$ cat src/rtl/cayde_pkg.sv
`default_nettype none
// ============================================================================
//  Module      : cayde_pkg
//  Description : Shared types and constants for the cayde instruction fetch.
//  Revision    : 1.0 - initial release
// ============================================================================
package cayde_pkg;

    typedef enum logic [0:0] {
        FETCH_RUN  = 1'b0,
        FETCH_HALT = 1'b1
    } fetch_state_e;

    typedef struct packed {
        logic [31:0] instr;
        logic [31:0] pc;
        logic        err;
    } fetch_entry_t;

    localparam logic [31:0] INSTR_NOP = 32'h0000_0013;

    function automatic logic [31:0] word_align(input logic [31:0] addr);
        return {addr[31:2], 2'b00};
    endfunction

endpackage
`default_nettype wire

$ cat src/rtl/cayde_fetch_fifo.sv
`default_nettype none
// ============================================================================
//  Module      : cayde_fetch_fifo
//  Description : Synchronous FIFO of fetch entries with flush and occupancy.
//  Revision    : 1.0 - initial release
// ============================================================================
module cayde_fetch_fifo
    import cayde_pkg::*;
#(
    parameter int DEPTH = 2
) (
    input  logic                       clk,
    input  logic                       rst_n,
    input  logic                       push_i,
    input  fetch_entry_t               entry_i,
    input  logic                       pop_i,
    input  logic                       flush_i,
    output fetch_entry_t               head_o,
    output logic                       valid_o,
    output logic [$clog2(DEPTH):0]     count_o
);

    localparam int AW = $clog2(DEPTH);
    localparam int CW = AW + 1;

    fetch_entry_t   mem_q [DEPTH];
    logic [AW-1:0]  wr_ptr_q, wr_ptr_d;
    logic [AW-1:0]  rd_ptr_q, rd_ptr_d;
    logic [CW-1:0]  count_q,  count_d;
    logic           do_pop;

    assign valid_o = (count_q != '0);
    assign count_o = count_q;
    assign do_pop  = pop_i && valid_o;
    // Empty slots read as zero so the consumer never sees stale contents.
    assign head_o  = valid_o ? mem_q[rd_ptr_q] : '0;

    always_comb begin
        wr_ptr_d = wr_ptr_q;
        rd_ptr_d = rd_ptr_q;
        count_d  = count_q;
        if (flush_i) begin
            wr_ptr_d = '0;
            rd_ptr_d = '0;
            count_d  = '0;
        end else begin
            if (push_i) begin
                wr_ptr_d = wr_ptr_q + AW'(1);
            end
            if (do_pop) begin
                rd_ptr_d = rd_ptr_q + AW'(1);
            end
            count_d = count_q + CW'(push_i) - CW'(do_pop);
        end
    end

    always_ff @(posedge clk or negedge rst_n) begin
        if (!rst_n) begin
            wr_ptr_q <= '0;
            rd_ptr_q <= '0;
            count_q  <= '0;
        end else begin
            wr_ptr_q <= wr_ptr_d;
            rd_ptr_q <= rd_ptr_d;
            count_q  <= count_d;
        end
    end

    always_ff @(posedge clk) begin
        if (push_i && !flush_i) begin
            mem_q[wr_ptr_q] <= entry_i;
        end
    end

endmodule
`default_nettype wire

$ cat src/rtl/cayde_fetch.sv
`default_nettype none
// ============================================================================
//  Module      : cayde_fetch
//  Description : Instruction fetch unit: PC, credit-limited memory requests,
//                in-order response buffer, redirect flush and error halt.
//  Revision    : 1.0 - initial release
// ============================================================================
module cayde_fetch
    import cayde_pkg::*;
#(
    parameter logic [31:0] RESET_PC   = 32'h0000_0000,
    parameter int          FIFO_DEPTH = 2
) (
    input  logic        clk,
    input  logic        rst_n,
    output logic        imem_req_valid,
    input  logic        imem_req_ready,
    output logic [31:0] imem_req_addr,
    input  logic        imem_rsp_valid,
    input  logic [31:0] imem_rsp_data,
    input  logic        imem_rsp_err,
    input  logic        redirect_valid,
    input  logic [31:0] redirect_pc,
    output logic        instr_valid,
    input  logic        instr_ready,
    output logic [31:0] instr_out,
    output logic [31:0] instr_pc,
    output logic        instr_err
);

    localparam int            CW      = $clog2(FIFO_DEPTH) + 1;
    localparam logic [CW:0]   DEPTH_C = (CW+1)'(FIFO_DEPTH);

    fetch_state_e   state_q, state_d;
    logic [31:0]    pc_q, pc_d;
    logic [31:0]    tag_q, tag_d;
    logic [CW-1:0]  outst_q, outst_d;
    logic [CW-1:0]  discard_q, discard_d;

    logic [CW-1:0]  fifo_count;
    logic           fifo_valid;
    fetch_entry_t   fifo_head;
    fetch_entry_t   push_entry;

    logic           credit_ok;
    logic           req_fire;
    logic           rsp_drop;
    logic           rsp_push;
    logic           instr_fire;
    logic [31:0]    redirect_al;

    // Buffered plus in-flight words never exceed the buffer size, so every
    // accepted request already owns a slot. Independent of redirect_valid.
    assign credit_ok      = ({1'b0, outst_q} + {1'b0, fifo_count}) < DEPTH_C;
    assign imem_req_valid = rst_n && (state_q == FETCH_RUN) && credit_ok;
    assign imem_req_addr  = rst_n ? word_align(pc_q) : '0;

    assign req_fire    = imem_req_valid && imem_req_ready;
    assign rsp_drop    = imem_rsp_valid && (discard_q != '0);
    assign rsp_push    = imem_rsp_valid && !rsp_drop && !redirect_valid;
    assign instr_fire  = instr_valid && instr_ready && !redirect_valid;
    assign redirect_al = word_align(redirect_pc);

    assign outst_d = outst_q + CW'(req_fire) - CW'(imem_rsp_valid);

    always_comb begin
        push_entry.instr = imem_rsp_data;
        push_entry.pc    = tag_q;
        push_entry.err   = imem_rsp_err;
    end

    always_comb begin
        pc_d      = pc_q;
        tag_d     = tag_q;
        state_d   = state_q;
        discard_d = discard_q - CW'(rsp_drop);
        if (redirect_valid) begin
            // Everything still in flight after this edge belongs to the old
            // path, including a request accepted in this very cycle.
            pc_d      = redirect_al;
            tag_d     = redirect_al;
            state_d   = FETCH_RUN;
            discard_d = outst_d;
        end else begin
            if (req_fire) begin
                pc_d = pc_q + 32'd4;
            end
            if (rsp_push) begin
                tag_d = tag_q + 32'd4;
                if (imem_rsp_err) begin
                    state_d = FETCH_HALT;
                end
            end
        end
    end

    always_ff @(posedge clk or negedge rst_n) begin
        if (!rst_n) begin
            state_q   <= FETCH_RUN;
            pc_q      <= word_align(RESET_PC);
            tag_q     <= word_align(RESET_PC);
            outst_q   <= '0;
            discard_q <= '0;
        end else begin
            state_q   <= state_d;
            pc_q      <= pc_d;
            tag_q     <= tag_d;
            outst_q   <= outst_d;
            discard_q <= discard_d;
        end
    end

    cayde_fetch_fifo #(
        .DEPTH   (FIFO_DEPTH)
    ) u_fifo (
        .clk     (clk),
        .rst_n   (rst_n),
        .push_i  (rsp_push),
        .entry_i (push_entry),
        .pop_i   (instr_fire),
        .flush_i (redirect_valid),
        .head_o  (fifo_head),
        .valid_o (fifo_valid),
        .count_o (fifo_count)
    );

    assign instr_valid = fifo_valid;
    assign instr_out   = fifo_head.instr;
    assign instr_pc    = fifo_head.pc;
    assign instr_err   = fifo_head.err;

endmodule
`default_nettype wire

$ cat config.mk
export PLATFORM = sky130hd
export DESIGN_NAME = cayde_fetch
export DESIGN_NICKNAME = d
export VERILOG_FILES = /design/src/rtl/cayde_pkg.sv /design/src/rtl/cayde_fetch_fifo.sv /design/src/rtl/cayde_fetch.sv
export SDC_FILE = /design/constraint.sdc
export NUM_CORES = 1
export LEC_CHECK = 0
export CAP_MARGIN = 20
export CORE_MARGIN = 10
export CORE_UTILIZATION = 50
export CTS_CLUSTER_SIZE = 30
export DETAILED_ROUTE_END_ITERATION = 8
export PLACE_DENSITY = 0.77
export SLEW_MARGIN = 20
export SYNTH_ARGS = -nofsm -noshare
export SYNTH_HDL_FRONTEND = slang
export SYNTH_SLANG_ARGS = --single-unit
$ cat constraint.sdc
create_clock -name clk -period 7.3 [get_ports clk]
set_input_delay 1.095 -clock clk [delete_from_list [all_inputs] [get_ports clk]]
set_output_delay 1.095 -clock clk [all_outputs]
set_load 0.02 [all_outputs]
==> flow_metrics.tcl <==
set metrics [dict create \
    antenna_found_initial 0 \
    critPathSlowestCell "or4b_1" \
    cts.clk_slew.worst_paths_ps 70 \
    insertion_delay_ps 420 \
    htreeDepth 4 \
    netlist_area_sq_mm 0.00919 \
    finalInstanceArea_sq_mm 0.0116 \
    synth_edf_count 126 \
    synth_cell_types 51 \
    crit_type "register to output port" \
    place_hpwl_mm 14.8 \
    die_h_microns 156 \
    antennaDiodeCount 0 \
    rows 49 \
    finalCritPeriodShare 0.555 \
    r2r-start "u_fifo.count_o[0]" \
    crit_path_max_fanout 8 \
    grt_pass1_wl_mm 35.2 \
    initial_utilization 0.510 \
    finalSetupViolCount 0 \
    p_sw_frac 0.305 \
    core-area_sq_mm 0.0180 \
    drc 0 \
    ys_seq_area_frac 0.599 \
    max_slew_margin 0.350 \
    ios 170 \
    port_buffers 163 \
    synth-seq-cells 195 \
    drive_gt1_frac 0.0637 \
    globalplace.congestion 0.807 \
    grt-ovfl-total 0 \
    rsz0062_at_grt "false" \
    leakage_nw 3.93 \
    syn_inst 788 \
    peakVddDrop_v 0.000164 \
    drv_cap 0 \
    finalHoldViolCount 0 \
    antenna_left 0 \
    min_from "tag_q[31]" \
    avgViaCountPerCell 5.79 \
    clockBufferDepth 2 \
    placed_cell_area_sq_mm 0.0110 \
    worstPathArrival_ps 2950 \
    cts_tree "built" \
    grt_use_total 0.180 \
    hold_buffers 0 \
    cp-start-kind "register" \
    final.min_clock_period_ps 4050 \
    cts_resized 0 \
    r2r-end "discard_q[1]" \
    cts_inserted_buffers 17 \
    cts_setup_buffers 0 \
    intPower_mw 2.15 \
    yosysTopAreaCell "edfxtp_1" \
    hold_class "register to register" \
    fin_util 0.642 \
    powerDensity_mw_per_mm2 267 \
    synthArstFlopShare 0.354 \
    syn-mean-instance-area_sq_um 11.7 \
    drv_slew 0 \
    p_switching_uw 942 \
    tightest_slew_ps 975 \
    fmax_mhz 247 \
    die_w_microns 156 \
    status "completed" \
    worstSetupEndpointType "output port" \
    cts_num_sinks 195 \
    grt_pass1_vias 6501 \
    worstPathRequired_ps 6200 \
    tns_ps 0 \
    nNetsFinal 1008 \
    dieArea_sq_mm 0.0242 \
    min_path_cells 0 \
    wirelength_mm 22.2 \
    dr_total_vias 6785 \
    pwr-share-comb 0.256 \
    crit_chain "and2_1 -> fa_1 -> or4b_1 -> inv_1 -> clkdlybuf4s50_1" \
    syn_to_final_growth_pct 25.8 \
    reg2reg_slack_ps 4090 \
    yosys_warnings 0 \
    yosys-top-cells-area "edfxtp_1 41%, dfrtp_1 19%, mux2i_1 7.0%" \
    power_frac_seq 0.454 \
    pwr-share-clk 0.290 \
    reg2reg_depth 12 \
    min_to "u_fifo.mem_q[0][32]" \
    total_power_mw 3.09 \
    max_stage_delay_ps 680 \
    dr.pass1.iters 5 \
    synth_flop_cell "edfxtp_1" \
    grt_max_degree 76 \
    synth.top_cell.area_share 0.412 \
    clock_skew_ps 9.13 \
    wl_per_cell_microns 18.9 \
    root_buffer "clkbuf_16" \
    initialDrtViolationCount 424 \
]
==> cells by family (layout without fill, tap and decap cells) <==
group | count (synthesis) | after routing | share of synthesized area
AO/OA/AOI/OAI | 96 | 96 | 0.0709
flip-flops | 195 | 195 | 0.599
adder cells (fa/ha/maj) | 8 | 8 | 0.0117
other | 1 | 4 | 0.000408
XOR/XNOR | 20 | 20 | 0.0191
buffers and inverters | 64 | 215 | 0.0280
multiplexers | 73 | 73 | 0.0807
AND/OR/NAND/NOR | 331 | 331 | 0.190
==> layer usage <==
layer  global-route usage  part of all wire
met5                    0                 0
met4               0.0530             0.012
met3               0.0433             0.073
met2                0.282              0.48
met1                0.243              0.44
==> worst max path at each step <==
stage	slack, ps	to	start
5_1_grt	3180	imem_req_valid	u_fifo.count_o[0]
3_3_place_gp	3300	u_fifo.mem_q[1][61]	imem_rsp_valid
3_5_place_dp	3300	u_fifo.mem_q[1][61]	imem_rsp_valid
6_report	3250	imem_req_valid	u_fifo.count_o[0]
4_1_cts	3240	imem_req_valid	u_fifo.count_o[0]
2_1_floorplan	730	u_fifo.mem_q[0][0]	redirect_valid
==> cells in the mapped netlist, types with 3 or more instances <==
cell      number
a211oi_1      19
a21oi_1       10
a31oi_1       17
and2_1        34
and3_1        11
and4_1        17
buf_1         10
buf_4          4
clkbuf_1      37
dfrtp_1       69
edfxtp_1     126
ha_1           7
inv_1         11
mux2_2         9
mux2i_1       64
nand2_1       34
nand2b_1      10
nand3_1       24
nand4_1       23
nor2_1        99
nor3_1        30
nor4_1        20
o21a_1         3
o21ai_0       16
o31a_1         4
o31ai_1       14
or3_1          7
or4_1         13
xnor2_1       15
xor2_1         5
==> area by class of cell <==
class                           instances  area, sq um
Tap cell                              229          287
Clock inverter                         14          138
Multi-Input combinational cell        532         3460
Sequential cell                       195         5510
Clock buffer                           18          429
Inverter                               11         41.3
Fill cell                            1426         6460
Timing Repair Buffer                  172         1690
==> worst max-delay path: cells and delay by family (launching register included) <==
family / cells / cell delay, ps
DFF: 1 / 420
buffers and inverters: 2 / 830
and+or+nand+nor: 2 / 850
adders and majority gates: 1 / 430
==> per-stage QoR <==
stage | instances | hold WS [ps] | setup WS, ps
detailed placement | 1139 | 510 | 3300
finish | 1171 | 534 | 3250
CTS | 1171 | 539 | 3240
floorplan | 791 | 455 | 730
global route | 1171 | 554 | 3180
global placement | 1139 | 495 | 3300
==> sequential cells by signal (all words and copies together), names as in the netlist <==
name	cells
discard_q	2
outst_q	2
pc_q	30
state_q	1
tag_q	30
u_fifo.count_o	2
u_fifo.mem_q	126
u_fifo.rd_ptr_q	1
u_fifo.wr_ptr_q	1
==> cells in the final DEF, fill, tap and decap left out, drive strengths merged, types with 11 or more instances in the layout <==
cell,netlist,layout
nand4,23,23
buf,16,11
and2,34,34
or4,13,13
o31ai,14,14
clkdlybuf4s50,0,161
xnor2,15,15
nand3,24,24
nor2,99,99
nand2,34,34
nor3,30,30
nor4,20,20
a211oi,19,19
a31oi,17,17
and3,11,11
dfrtp,69,69
and4,17,17
inv,11,12
clkbuf,37,18
mux2i,64,64
o21ai,16,16
edfxtp,126,126
==> power groups by stage <==
stage	clock network (mW)	logic [mW]	registers, mW
floorplan	0	0.491	1.38
global placement	0	0.780	1.42
detailed placement	0	0.796	1.42
CTS	0.914	0.800	1.40
global route	0.961	0.856	1.42
finish	0.896	0.790	1.40
(Power assumes the default switching activity.)
